**src/rtl/task_seq_pkg.sv**
```systemverilog
// rtl/task_seq_pkg.sv - shared state encoding and default constants for the task sequencer
package task_seq_pkg;

    localparam int          TASK_ID_W          = 5;
    localparam logic [31:0] DEF_TASK_MASK      = 32'h0000_00FF;
    localparam int          DEF_TIMEOUT_CYCLES = 1_000_000;

    typedef enum logic [3:0] {
        PUB_MASK,
        PUB_READY,
        IDLE,
        CHECK,
        START,
        RUN,
        REPORT,
        WAIT_ACK,
        CLR_OUT
    } seq_state_t;

endpackage

```
**src/rtl/task_seq_watchdog.sv**
```systemverilog
// rtl/task_seq_watchdog.sv - per-task cycle counter, cleared outside RUN, flags expiry at TIMEOUT_CYCLES-1
module task_seq_watchdog
    import task_seq_pkg::*;
#(
    parameter int TIMEOUT_CYCLES = DEF_TIMEOUT_CYCLES
) (
    input  logic clk,
    input  logic rst,
    input  logic run,
    output logic expired
);

    localparam int CNT_W = (TIMEOUT_CYCLES > 1) ? $clog2(TIMEOUT_CYCLES) : 1;
    localparam logic [CNT_W-1:0] LIMIT = CNT_W'(TIMEOUT_CYCLES - 1);

    logic [CNT_W-1:0] count;

    // Holds at the limit so expiry stays visible until the FSM leaves RUN.
    always_ff @(posedge clk) begin
        if (rst || !run) begin
            count <= '0;
        end else if (!expired) begin
            count <= count + CNT_W'(1);
        end
    end

    assign expired = run && (count == LIMIT);

endmodule

```
**src/rtl/task_sequencer.sv**
```systemverilog
// rtl/task_sequencer.sv - register-handshake task sequencer; optional watchdog under TASK_SEQ_TIMEOUT_EN
module task_sequencer
    import task_seq_pkg::*;
#(
    parameter int                    DATA_WIDTH     = 32,
    parameter logic [DATA_WIDTH-1:0] TASK_MASK      = DATA_WIDTH'(DEF_TASK_MASK),
    parameter int                    TIMEOUT_CYCLES = DEF_TIMEOUT_CYCLES
) (
    input  logic                  i_clk,
    input  logic                  i_rst,
    input  logic                  i_soft_rst,
    input  logic                  i_tv_in_ready,
    input  logic [DATA_WIDTH-1:0] i_current_task,
    input  logic                  i_reg_wr_busy,
    output logic                  o_pl_ready,
    output logic                  o_pl_ready_wr_en,
    output logic [DATA_WIDTH-1:0] o_enabled_tasks,
    output logic                  o_enabled_tasks_wr_en,
    output logic                  o_tv_out_ready,
    output logic                  o_tv_out_ready_wr_en,
    output logic                  o_task_start,
    output logic [TASK_ID_W-1:0]  o_task_id,
    input  logic                  i_task_done,
    output logic                  o_task_abort,
    output logic                  o_err_invalid,
    output logic                  o_err_timeout
);

    seq_state_t state, state_nxt;

    logic                  any_rst;
    logic                  tv_prev;
    logic                  wr_pend, wr_pend_nxt;
    logic                  wr_fire;
    logic                  task_valid;
    logic [DATA_WIDTH-1:0] mask_shift;
    logic                  wd_expired;

    logic [DATA_WIDTH-1:0] enabled_tasks_nxt;
    logic                  pl_ready_nxt;
    logic                  tv_out_ready_nxt;
    logic [TASK_ID_W-1:0]  task_id_nxt;
    logic                  err_invalid_nxt;
    logic                  err_timeout_nxt;

    assign any_rst    = i_rst | i_soft_rst;
    assign mask_shift = TASK_MASK >> i_current_task;
    assign task_valid = (i_current_task < DATA_WIDTH'(DATA_WIDTH)) && mask_shift[0];

    // Each write state first loads its value (wr_pend=0), then fires the strobe
    // in the first non-busy cycle while the value register stays untouched.
    assign wr_fire = wr_pend && !i_reg_wr_busy;

`ifdef TASK_SEQ_TIMEOUT_EN
    task_seq_watchdog #(
        .TIMEOUT_CYCLES(TIMEOUT_CYCLES)
    ) u_watchdog (
        .clk    (i_clk),
        .rst    (any_rst),
        .run    (state == RUN),
        .expired(wd_expired)
    );
`else
    logic unused_timeout_cfg;
    assign unused_timeout_cfg = (TIMEOUT_CYCLES > 0);
    assign wd_expired         = 1'b0;
`endif

    always_ff @(posedge i_clk) begin
        if (any_rst) begin
            state           <= PUB_MASK;
            wr_pend         <= 1'b0;
            o_enabled_tasks <= '0;
            o_pl_ready      <= 1'b0;
            o_tv_out_ready  <= 1'b0;
            o_task_id       <= '0;
            o_err_invalid   <= 1'b0;
            o_err_timeout   <= 1'b0;
            // A level already high when reset ends must not look like an edge.
            tv_prev         <= i_tv_in_ready;
        end else begin
            state           <= state_nxt;
            wr_pend         <= wr_pend_nxt;
            o_enabled_tasks <= enabled_tasks_nxt;
            o_pl_ready      <= pl_ready_nxt;
            o_tv_out_ready  <= tv_out_ready_nxt;
            o_task_id       <= task_id_nxt;
            o_err_invalid   <= err_invalid_nxt;
            o_err_timeout   <= err_timeout_nxt;
            tv_prev         <= i_tv_in_ready;
        end
    end

    always_comb begin
        state_nxt             = state;
        wr_pend_nxt           = wr_pend;
        enabled_tasks_nxt     = o_enabled_tasks;
        pl_ready_nxt          = o_pl_ready;
        tv_out_ready_nxt      = o_tv_out_ready;
        task_id_nxt           = o_task_id;
        err_invalid_nxt       = o_err_invalid;
        err_timeout_nxt       = o_err_timeout;
        o_enabled_tasks_wr_en = 1'b0;
        o_pl_ready_wr_en      = 1'b0;
        o_tv_out_ready_wr_en  = 1'b0;
        o_task_start          = 1'b0;
        o_task_abort          = 1'b0;

        case (state)
            PUB_MASK: begin
                if (!wr_pend) begin
                    enabled_tasks_nxt = TASK_MASK;
                    wr_pend_nxt       = 1'b1;
                end else if (wr_fire) begin
                    o_enabled_tasks_wr_en = 1'b1;
                    wr_pend_nxt           = 1'b0;
                    state_nxt             = PUB_READY;
                end
            end
            PUB_READY: begin
                if (!wr_pend) begin
                    pl_ready_nxt = 1'b1;
                    wr_pend_nxt  = 1'b1;
                end else if (wr_fire) begin
                    o_pl_ready_wr_en = 1'b1;
                    wr_pend_nxt      = 1'b0;
                    state_nxt        = IDLE;
                end
            end
            IDLE: begin
                if (i_tv_in_ready && !tv_prev) begin
                    state_nxt = CHECK;
                end
            end
            CHECK: begin
                if (task_valid) begin
                    task_id_nxt = i_current_task[TASK_ID_W-1:0];
                    state_nxt   = START;
                end else begin
                    err_invalid_nxt = 1'b1;
                    state_nxt       = REPORT;
                end
            end
            START: begin
                o_task_start = 1'b1;
                state_nxt    = RUN;
            end
            RUN: begin
                if (i_task_done) begin
                    state_nxt = REPORT;
                end else if (wd_expired) begin
                    o_task_abort    = 1'b1;
                    err_timeout_nxt = 1'b1;
                    state_nxt       = REPORT;
                end
            end
            REPORT: begin
                if (!wr_pend) begin
                    tv_out_ready_nxt = 1'b1;
                    wr_pend_nxt      = 1'b1;
                end else if (wr_fire) begin
                    o_tv_out_ready_wr_en = 1'b1;
                    wr_pend_nxt          = 1'b0;
                    state_nxt            = WAIT_ACK;
                end
            end
            WAIT_ACK: begin
                if (!i_tv_in_ready) begin
                    state_nxt = CLR_OUT;
                end
            end
            CLR_OUT: begin
                if (!wr_pend) begin
                    tv_out_ready_nxt = 1'b0;
                    wr_pend_nxt      = 1'b1;
                end else if (wr_fire) begin
                    o_tv_out_ready_wr_en = 1'b1;
                    wr_pend_nxt          = 1'b0;
                    state_nxt            = IDLE;
                end
            end
            default: begin
                state_nxt   = PUB_MASK;
                wr_pend_nxt = 1'b0;
            end
        endcase
    end

endmodule

```
**config.mk**
```make
export PLATFORM = sky130hd
export DESIGN_NAME = task_sequencer
export DESIGN_NICKNAME = d
export VERILOG_FILES = /design/src/rtl/task_seq_pkg.sv /design/src/rtl/task_seq_watchdog.sv /design/src/rtl/task_sequencer.sv
export SDC_FILE = /design/constraint.sdc
export NUM_CORES = 1
export LEC_CHECK = 0
export ABC_AREA = 1
export CAP_MARGIN = 0
export CELL_PAD_IN_SITES_DETAIL_PLACEMENT = 2
export CELL_PAD_IN_SITES_GLOBAL_PLACEMENT = 2
export CORE_MARGIN = 4
export CORE_UTILIZATION = 17
export CTS_CLUSTER_SIZE = 16
export DETAILED_ROUTE_END_ITERATION = 16
export HOLD_SLACK_MARGIN = 0.1
export PLACE_DENSITY_LB_ADDON = 0.1
export SLEW_MARGIN = 20
export SYNTH_ARGS = -nofsm -noshare
export SYNTH_HDL_FRONTEND = slang
export SYNTH_HIERARCHICAL = 1
export SYNTH_SLANG_ARGS = --single-unit
```
**constraint.sdc**
```tcl
create_clock -name i_clk -period 3.1 [get_ports i_clk]
set_clock_uncertainty 0.15 [all_clocks]
set_input_delay 0.62 -clock i_clk [delete_from_list [all_inputs] [get_ports i_clk]]
set_output_delay 0.62 -clock i_clk [all_outputs]
set_load 0.05 [all_outputs]
```
==> reports/qor.json, run 1 <==
{
  "result_of_the_run": "finished clean",
  "power.leakage_nw": 0.739,
  "ant_nets": 0,
  "setup_repair_after_global_routing_missed_its_margin": "no",
  "cap_viol_max_count": 0,
  "rows": 29,
  "path_common_cell": "sky130_fd_sc_hd__nor2_1",
  "cts_htree_levels": 1,
  "crit_chain": "nor2_1 -> inv_1 -> nor2_1 -> clkdlybuf4s50_1",
  "numPortBuffers": 57,
  "drt_first_iter_violations": 27,
  "io-pin-count": 84,
  "cts_made_buffers": 3,
  "synthTopCellsByArea": "sky130_fd_sc_hd__dfxtp_1 (26%), sky130_fd_sc_hd__buf_4 (21%), sky130_fd_sc_hd__nor2_1 (12%), sky130_fd_sc_hd__nand2_1 (11%), sky130_fd_sc_hd__inv_1 (6.5%)",
  "holdBufCountCts": 0,
  "critPathRequiredTime_ns": 2.33,
  "routed-via-count": 1200,
  "postSynthCellCount": 183,
  "place_congestion": 0.731,
  "worstPathMaxFanout": 5,
  "grt_first_pass_wirelength_um": 6160,
  "post_cts_resize_count": 0,
  "drt-total-wl_um": 3740,
  "ant_diodes": 0,
  "fraction_of_layout_instances_using_a_drive_strength_above_1": 0.0928,
  "die_w_um": 90.4,
  "tritoncts": "built",
  "critPathMaxStageDelay_ns": 0.81,
  "post_layout_min_period_ns": 2.66,
  "intPower_w": 0.000356,
  "crit_slowest_cell": "sky130_fd_sc_hd__clkdlybuf4s50_1",
  "synthMostInstantiatedCell": "sky130_fd_sc_hd__nor2_1",
  "post_layout_nonfiller_instances": 314,
  "finish.instance_area_sq_mm": 0.00172,
  "hold_viol": 0,
  "cp.arrival_ns": 1.89,
  "yosys_most_used_dff": "sky130_fd_sc_hd__dfxtp_1",
  "initial_utilization": 0.179,
  "synth_edf_count": 0,
  "residual_drc": 0,
  "p_seq_frac": 0.354,
  "fp.coreArea_sq_mm": 0.00646,
  "worst_hold_path_type": "flop to flop",
  "synth.yosys.seq_area_share": 0.260,
  "setup.worst_path.start_class": "flop",
  "grt_pass1_vias": 1321,
  "timing_worst_setup_path_type": "flop to primary output",
  "net_switching_w": 0.000212,
  "place_ws_ns": 0.546,
  "design.final.nets": 276,
  "worst-slew-pin-transition_ns": 0.524,
  "detail_route.wl_per_cell_um": 11.9,
  "swShare": 0.373,
  "power_frac_clock": 0.287,
  "dpl.hpwl_um": 3290,
  "max_freq_ghz": 0.375,
  "power.share.combinational": 0.359,
  "netlist.top_cell.by_area": "sky130_fd_sc_hd__dfxtp_1",
  "buffer_count_from_post_cts_setup_fixing": 0,
  "grt_usage": 0.0920,
  "post_synth_most_frequent_cells": "sky130_fd_sc_hd__nor2_1 (38), sky130_fd_sc_hd__buf_4 (33), sky130_fd_sc_hd__nand2_1 (33)",
  "ir_worst_vdd_mv": 0.105,
  "post-place-cells": 310,
  "netlist-cell-type-count": 21,
  "grt_remaining_overflow": 0,
  "slew-limit-headroom": 0.650,
  "routed_via_density": 3.82,
  "worst_setup_path_end_kind": "primary output",
  "area_growth_syn_to_layout_pct": 49.5,
  "clk_transition_reported_paths_ns": 0.07,
  "cts_num_sinks": 15,
  "root_buffer_cell": "sky130_fd_sc_hd__clkbuf_8",
  "total_count_of_max_transition_violations_in_the_final_report": 0,
  "grt_max_degree": 10,
  "syn_area_per_cell_sq_um": 6.30,
  "synth.cell_area_sq_mm": 0.00115,
  "fin_setup_tns_ns": 0,
  "antenna_found_initial": 0,
  "min_period_over_period": 0.859,
  "synth.yosys.warnings": 6,
  "layout_setup_ws_ns": 0.437,
  "synth-seq-cells": 15,
  "synth.top_cell.area_share": 0.260,
  "floorplan.die.height_um": 90.4,
  "total_setup_violations_reported_at_the_end_of_the_flow": 0,
  "clock_tree.buffer_depth": 2,
  "power.density_mw_per_mm2": 330,
  "detailed_routing_iterations_pass_1": 4,
  "dieArea_sq_mm": 0.00817,
  "clock_latency_ns": 0.25,
  "synth-async-reset-ratio": 0,
  "placed_cell_area_sq_mm": 0.00168
}
==> routing by layer <==
| metal | global-route usage | wire length (um) | vias up |
|---|---|---|---|
| li1 | - | - | 608 |
| met4 | 0.0268 | 34 | 0 |
| met1 | 0.112 | 1730 | 543 |
| met5 | 0 | 0 | - |
| met2 | 0.161 | 1800 | 47 |
| met3 | 0.0208 | 180 | 2 |
==> state kept, by name (all words and copies together) (netlist names) <==
register         cells
tv_prev              1
o_tv_out_ready       1
o_enabled_tasks      1
wr_pend              1
o_task_id            5
state                4
o_err_invalid        1
o_pl_ready           1
==> power groups by stage <==
stage,Clock [W],Combinational [W],Sequential (W)
6_report,0.000163,0.000204,0.000201
5_1_grt,0.000182,0.000218,0.000202
3_5_place_dp,0,0.000205,0.000206
2_1_floorplan,0,0.000162,0.000208
3_3_place_gp,0,0.000204,0.000206
4_1_cts,0.000175,0.000205,0.000202
==> final cells by class <==
cell class                 instances  area [sq um]
clock buffer                       4          45.0
fill                             812          4730
inverter                          22          82.6
multi-input combinational        138           617
sequential                        15           300
tap                               77          96.3
timing repair buffer              58           583
==> cell usage in the layout, fill, tap and decap left out, drive strengths merged <==
cell type,Yosys,final
a21oi,9,9
buf,33,4
clkbuf,0,4
clkdlybuf4s50,0,54
conb,1,26
dfxtp,15,15
inv,22,22
nand2,37,37
nand3,10,10
nand3b,1,1
nor2,43,43
nor3,4,4
o21a,1,1
o21ai,5,5
o22ai,1,1
or2,1,1
==> cell families (layout without fill, tap and decap cells) <==
logic type	count (synthesis)	in the layout	synth area share
AOI/OAI and AO/OA	16	16	0.0759
and+or+nand+nor	96	96	0.374
buffers and inverters	55	84	0.286
DFF	15	15	0.260
other	1	26	0.00325
==> worst max-delay path: cells and delay by family (launching register included) <==
kind          cells  cell delay [ns]
buf+inv           2             0.90
flops             1             0.38
simple gates      2             0.35
==> path summary, 6_finish.rpt <==
path | from | end | slack (ns) | depth (start not counted)
setup / recovery | state[0]$_SDFFE_PP0P_ | o_task_start | 0.44 | 4
hold / removal | o_task_id[4]$_SDFFE_PP0P_ | o_task_id[4]$_SDFFE_PP0P_ | 0.29 | 2
setup reg to reg | state[0]$_SDFFE_PP0P_ | state[0]$_SDFFE_PP0P_ | 1.38 | 9
hold reg to reg | o_task_id[4]$_SDFFE_PP0P_ | o_task_id[4]$_SDFFE_PP0P_ | 0.29 | 2
==> metrics by stage <==
step / hold WS, ns / util / power [W]
2_1_floorplan: 0.339 / - / 0.000370
3_3_place_gp: 0.277 / 0.260 / 0.000410
3_5_place_dp: 0.286 / 0.260 / 0.000411
4_1_cts: 0.296 / 0.267 / 0.000582
5_1_grt: 0.309 / 0.267 / 0.000602
6_report: 0.287 / 0.267 / 0.000568
Note: power is estimated with default switching activity, not from simulation.
==> run 2: changes to the inputs <==
--- a/config.mk
+++ b/config.mk
@@ -10,10 +10,11 @@
 export CELL_PAD_IN_SITES_DETAIL_PLACEMENT = 2
 export CELL_PAD_IN_SITES_GLOBAL_PLACEMENT = 2
 export CORE_MARGIN = 4
-export CORE_UTILIZATION = 17
+export CORE_UTILIZATION = 16
 export CTS_CLUSTER_SIZE = 16
 export DETAILED_ROUTE_END_ITERATION = 16
 export HOLD_SLACK_MARGIN = 0.1
+export MAX_ROUTING_LAYER = met4
 export PLACE_DENSITY_LB_ADDON = 0.1
 export SLEW_MARGIN = 20
 export SYNTH_ARGS = -nofsm -noshare
==> constraint.sdc (replaced) <==
create_clock -name i_clk -period 3.05 [get_ports i_clk]
set_clock_uncertainty 0.15 [all_clocks]
set_input_delay 0.61 -clock i_clk [delete_from_list [all_inputs] [get_ports i_clk]]
set_output_delay 0.61 -clock i_clk [all_outputs]
set_load 0.05 [all_outputs]
==> reports/qor.json, run 2 (synthesis results as in run 1) <==
{
  "worst-slew-pin-transition": {"value": 0.527, "unit": "ns", "change": "+0.00292 ns"},
  "routed_via_density": {"value": 3.60, "change": "-5.9%"},
  "drt-total-wl": {"value": 3930, "unit": "um", "change": "+5.1%"},
  "root_buffer_cell": "sky130_fd_sc_hd__clkbuf_8",
  "crit_chain": "nor2_1 -> inv_1 -> nor2_1 -> clkdlybuf4s50_1",
  "min_period_over_period": 0.892,
  "globalRouteMet3Util": {"value": 0.0122, "change": "-0.00865"},
  "design.final.nets": {"value": 276, "change": "unchanged"},
  "post_cts_resize_count": {"value": 0, "change": "unchanged"},
  "setup.worst_path.start": "state[0]$_SDFFE_PP0P_",
  "grt_pass1_vias": {"value": 1234, "change": "-6.6%"},
  "grtUsageMet2": {"value": 0.152, "change": "-0.00880"},
  "io-pin-count": {"value": 84, "change": "unchanged"},
  "grt_remaining_overflow": {"value": 0, "change": "unchanged"},
  "place_ws": {"value": 0.481, "unit": "ns", "change": "-0.0649 ns"},
  "place_congestion": {"value": 0.739, "change": "+1.1%"},
  "layout_setup_ws": {"value": 0.329, "unit": "ns", "change": "-0.108 ns"},
  "area_growth_syn_to_layout_pct": 51.6,
  "layout_common_cells": "sky130_fd_sc_hd__clkdlybuf4s50_1 (54), sky130_fd_sc_hd__nor2_1 (38), sky130_fd_sc_hd__nand2_1 (33)",
  "routed-via-count": {"value": 1198, "change": "-0.17%"},
  "residual_drc": {"value": 0, "change": "unchanged"},
  "slew-limit-headroom": {"value": 0.648, "change": "-0.00195"},
  "cap_viol_max_count": {"value": 0, "change": "unchanged"},
  "clk_transition_reported_paths": {"value": 0.07, "unit": "ns", "change": "about the same"},
  "hold_path.startpoint": "o_task_id[3]$_SDFFE_PP0P_",
  "crit_slowest_cell": "sky130_fd_sc_hd__clkdlybuf4s50_1",
  "detail_route.wl_per_cell": {"value": 11.8, "unit": "um", "change": "-0.89%"},
  "cp.arrival": {"value": 1.96, "unit": "ns", "change": "+0.07 ns"},
  "holdBufCountCts": {"value": 0, "change": "unchanged"},
  "dpl.hpwl": {"value": 3450, "unit": "um", "change": "+4.9%"},
  "worst_setup_path_end_kind": "primary output",
  "power.density": {"value": 333, "unit": "mW/mm^2", "change": "+0.98%"},
  "antenna_found_initial": {"value": 0, "change": "unchanged"},
  "critPathRequiredTime": {"value": 2.29, "unit": "ns", "change": "-0.04 ns"},
  "setup.worst_path.start_class": "flop",
  "die_w": {"value": 92.9, "unit": "um", "change": "+2.8%"},
  "max_freq_ghz": 0.367,
  "total_setup_violations_reported_at_the_end_of_the_flow": {"value": 0, "change": "unchanged"},
  "multiInputGateArea": {"value": 617, "unit": "sq um", "change": "unchanged"},
  "critical_path.reg2reg.startpoint": "state[0]$_SDFFE_PP0P_",
  "path_common_cell": "sky130_fd_sc_hd__nor2_1",
  "hold_viol": {"value": 0, "change": "unchanged"},
  "worst_hold_path_type": "flop to flop",
  "ant_nets": {"value": 0, "change": "unchanged"},
  "power.leakage": {"value": 0.741, "unit": "nW", "change": "+0.37%"},
  "floorplan.die.height": {"value": 92.9, "unit": "um", "change": "+2.8%"},
  "cts_num_sinks": {"value": 15, "change": "unchanged"},
  "fin_setup_tns": {"value": 0, "unit": "ns", "change": "unchanged"},
  "max_flop_register": "o_task_id",
  "initial_utilization": {"value": 0.167, "change": "-0.0116"},
  "grt.busiest_layer": "met2",
  "cts_htree_levels": {"value": 1, "change": "unchanged"},
  "ant_diodes": {"value": 0, "change": "unchanged"},
  "clock_latency": {"value": 0.25, "unit": "ns", "change": "about the same"},
  "tritoncts": "built",
  "total_count_of_max_transition_violations_in_the_final_report": {"value": 0, "change": "unchanged"},
  "seqCellArea": {"value": 300, "unit": "sq um", "change": "unchanged"},
  "grt_usage": {"value": 0.0918, "change": "-0.000176"},
  "biggestRegsByFlops": "o_task_id: 5 flops, state: 4 flops",
  "detailed_routing_iterations_pass_1": {"value": 4, "change": "unchanged"},
  "numPortBuffers": {"value": 57, "change": "unchanged"},
  "critPathMaxStageDelay": {"value": 0.82, "unit": "ns", "change": "about the same"},
  "buffer_count_from_post_cts_setup_fixing": {"value": 0, "change": "unchanged"},
  "postLayoutCoreUtil": {"value": 0.253, "change": "-0.0137"},
  "grt_first_pass_wirelength": {"value": 6150, "unit": "um", "change": "-0.11%"},
  "fraction_of_layout_instances_using_a_drive_strength_above_1": {"value": 0.0970, "change": "+0.00422"},
  "worstPathMaxFanout": {"value": 5, "change": "unchanged"},
  "ir_worst_vdd": {"value": 0.0929, "unit": "mV", "change": "-11%"},
  "dieArea": {"value": 0.00863, "unit": "sq mm", "change": "+5.7%"},
  "flip_flop_count_of_the_largest_register_all_copies_and_words_added": {"value": 5, "change": "unchanged"},
  "mostFrequentLayoutCell": "sky130_fd_sc_hd__clkdlybuf4s50_1",
  "timing_worst_setup_path_type": "flop to primary output",
  "drt_first_iter_violations": {"value": 28, "change": "+3.7%"},
  "rows": {"value": 30, "change": "+3.4%"},
  "met1_usage": {"value": 0.118, "change": "+0.00656"},
  "post_layout_min_period_ns": 2.72,
  "setup_repair_after_global_routing_missed_its_margin": "no",
  "fillers": {"value": 865, "change": "+6.5%"},
  "clock_tree.buffer_depth": {"value": 2, "change": "unchanged"},
  "cts_made_buffers": {"value": 3, "change": "unchanged"},
  "result_of_the_run": "finished clean",
  "fp.coreArea": {"value": 0.00691, "unit": "sq mm", "change": "+6.9%"},
  "grt_max_degree": {"value": 10, "change": "unchanged"}
}
## run 2: changes by cell type in the layout (fill, tap and decap cells not counted), sizes merged
cell,previous run,this run
clkbuf,4,3
clkinv,0,1
## run 2: power breakdown
part	total (W)	internal [W]	leakage [nW]	switching [W]
logic	0.000208	0.0000700	0.594	0.000138
clock network	0.000170	0.0000906	0.0255	0.0000792
registers	0.000205	0.000200	0.122	0.00000524
total	0.000582	0.000360	0.741	0.000222
## run 2: layout make-up
type | count | area share
clock buffer | 3 | 0.0236
clock inverter | 1 | 0.00286
inverter | 22 | 0.0472
multi-input combinational | 138 | 0.353
sequential | 15 | 0.172
tap | 96 | 0.0687
timing repair buffer | 58 | 0.333
## run 2: critical path, delay by kind of cell (launching register included)
kind	cells	cell delay, ns
flip-flops	1	0.37
AND/OR/NAND/NOR	2	0.40
buffers and inverters	2	0.93
## run 2: worst paths after layout
check,end,slack (ns),cells past startpoint
worst max register to register,state[0]$_SDFFE_PP0P_,1.41,9
worst min-delay path,o_task_id[3]$_SDFFE_PP0P_,0.29,2
worst min register to register,o_task_id[3]$_SDFFE_PP0P_,0.29,2
worst max-delay path,o_task_start,0.33,4
## run 2: routing by layer
layer,share of wire,wire length [um]
met1,0.47,1850
met2,0.48,1880
met3,0.044,173
met4,0.0061,24
met5,0,0
## run 2: per-stage QoR
step / cell area [sq um] / instances / total power [W] / hold WS [ns]
floorplan: 1250 / 208 / 0.000376 / 0.339
global placement: 1700 / 329 / 0.000417 / 0.278
detailed placement: 1700 / 329 / 0.000418 / 0.283
CTS: 1750 / 333 / 0.000590 / 0.295
global route: 1750 / 333 / 0.000613 / 0.325
finish: 1750 / 333 / 0.000582 / 0.294
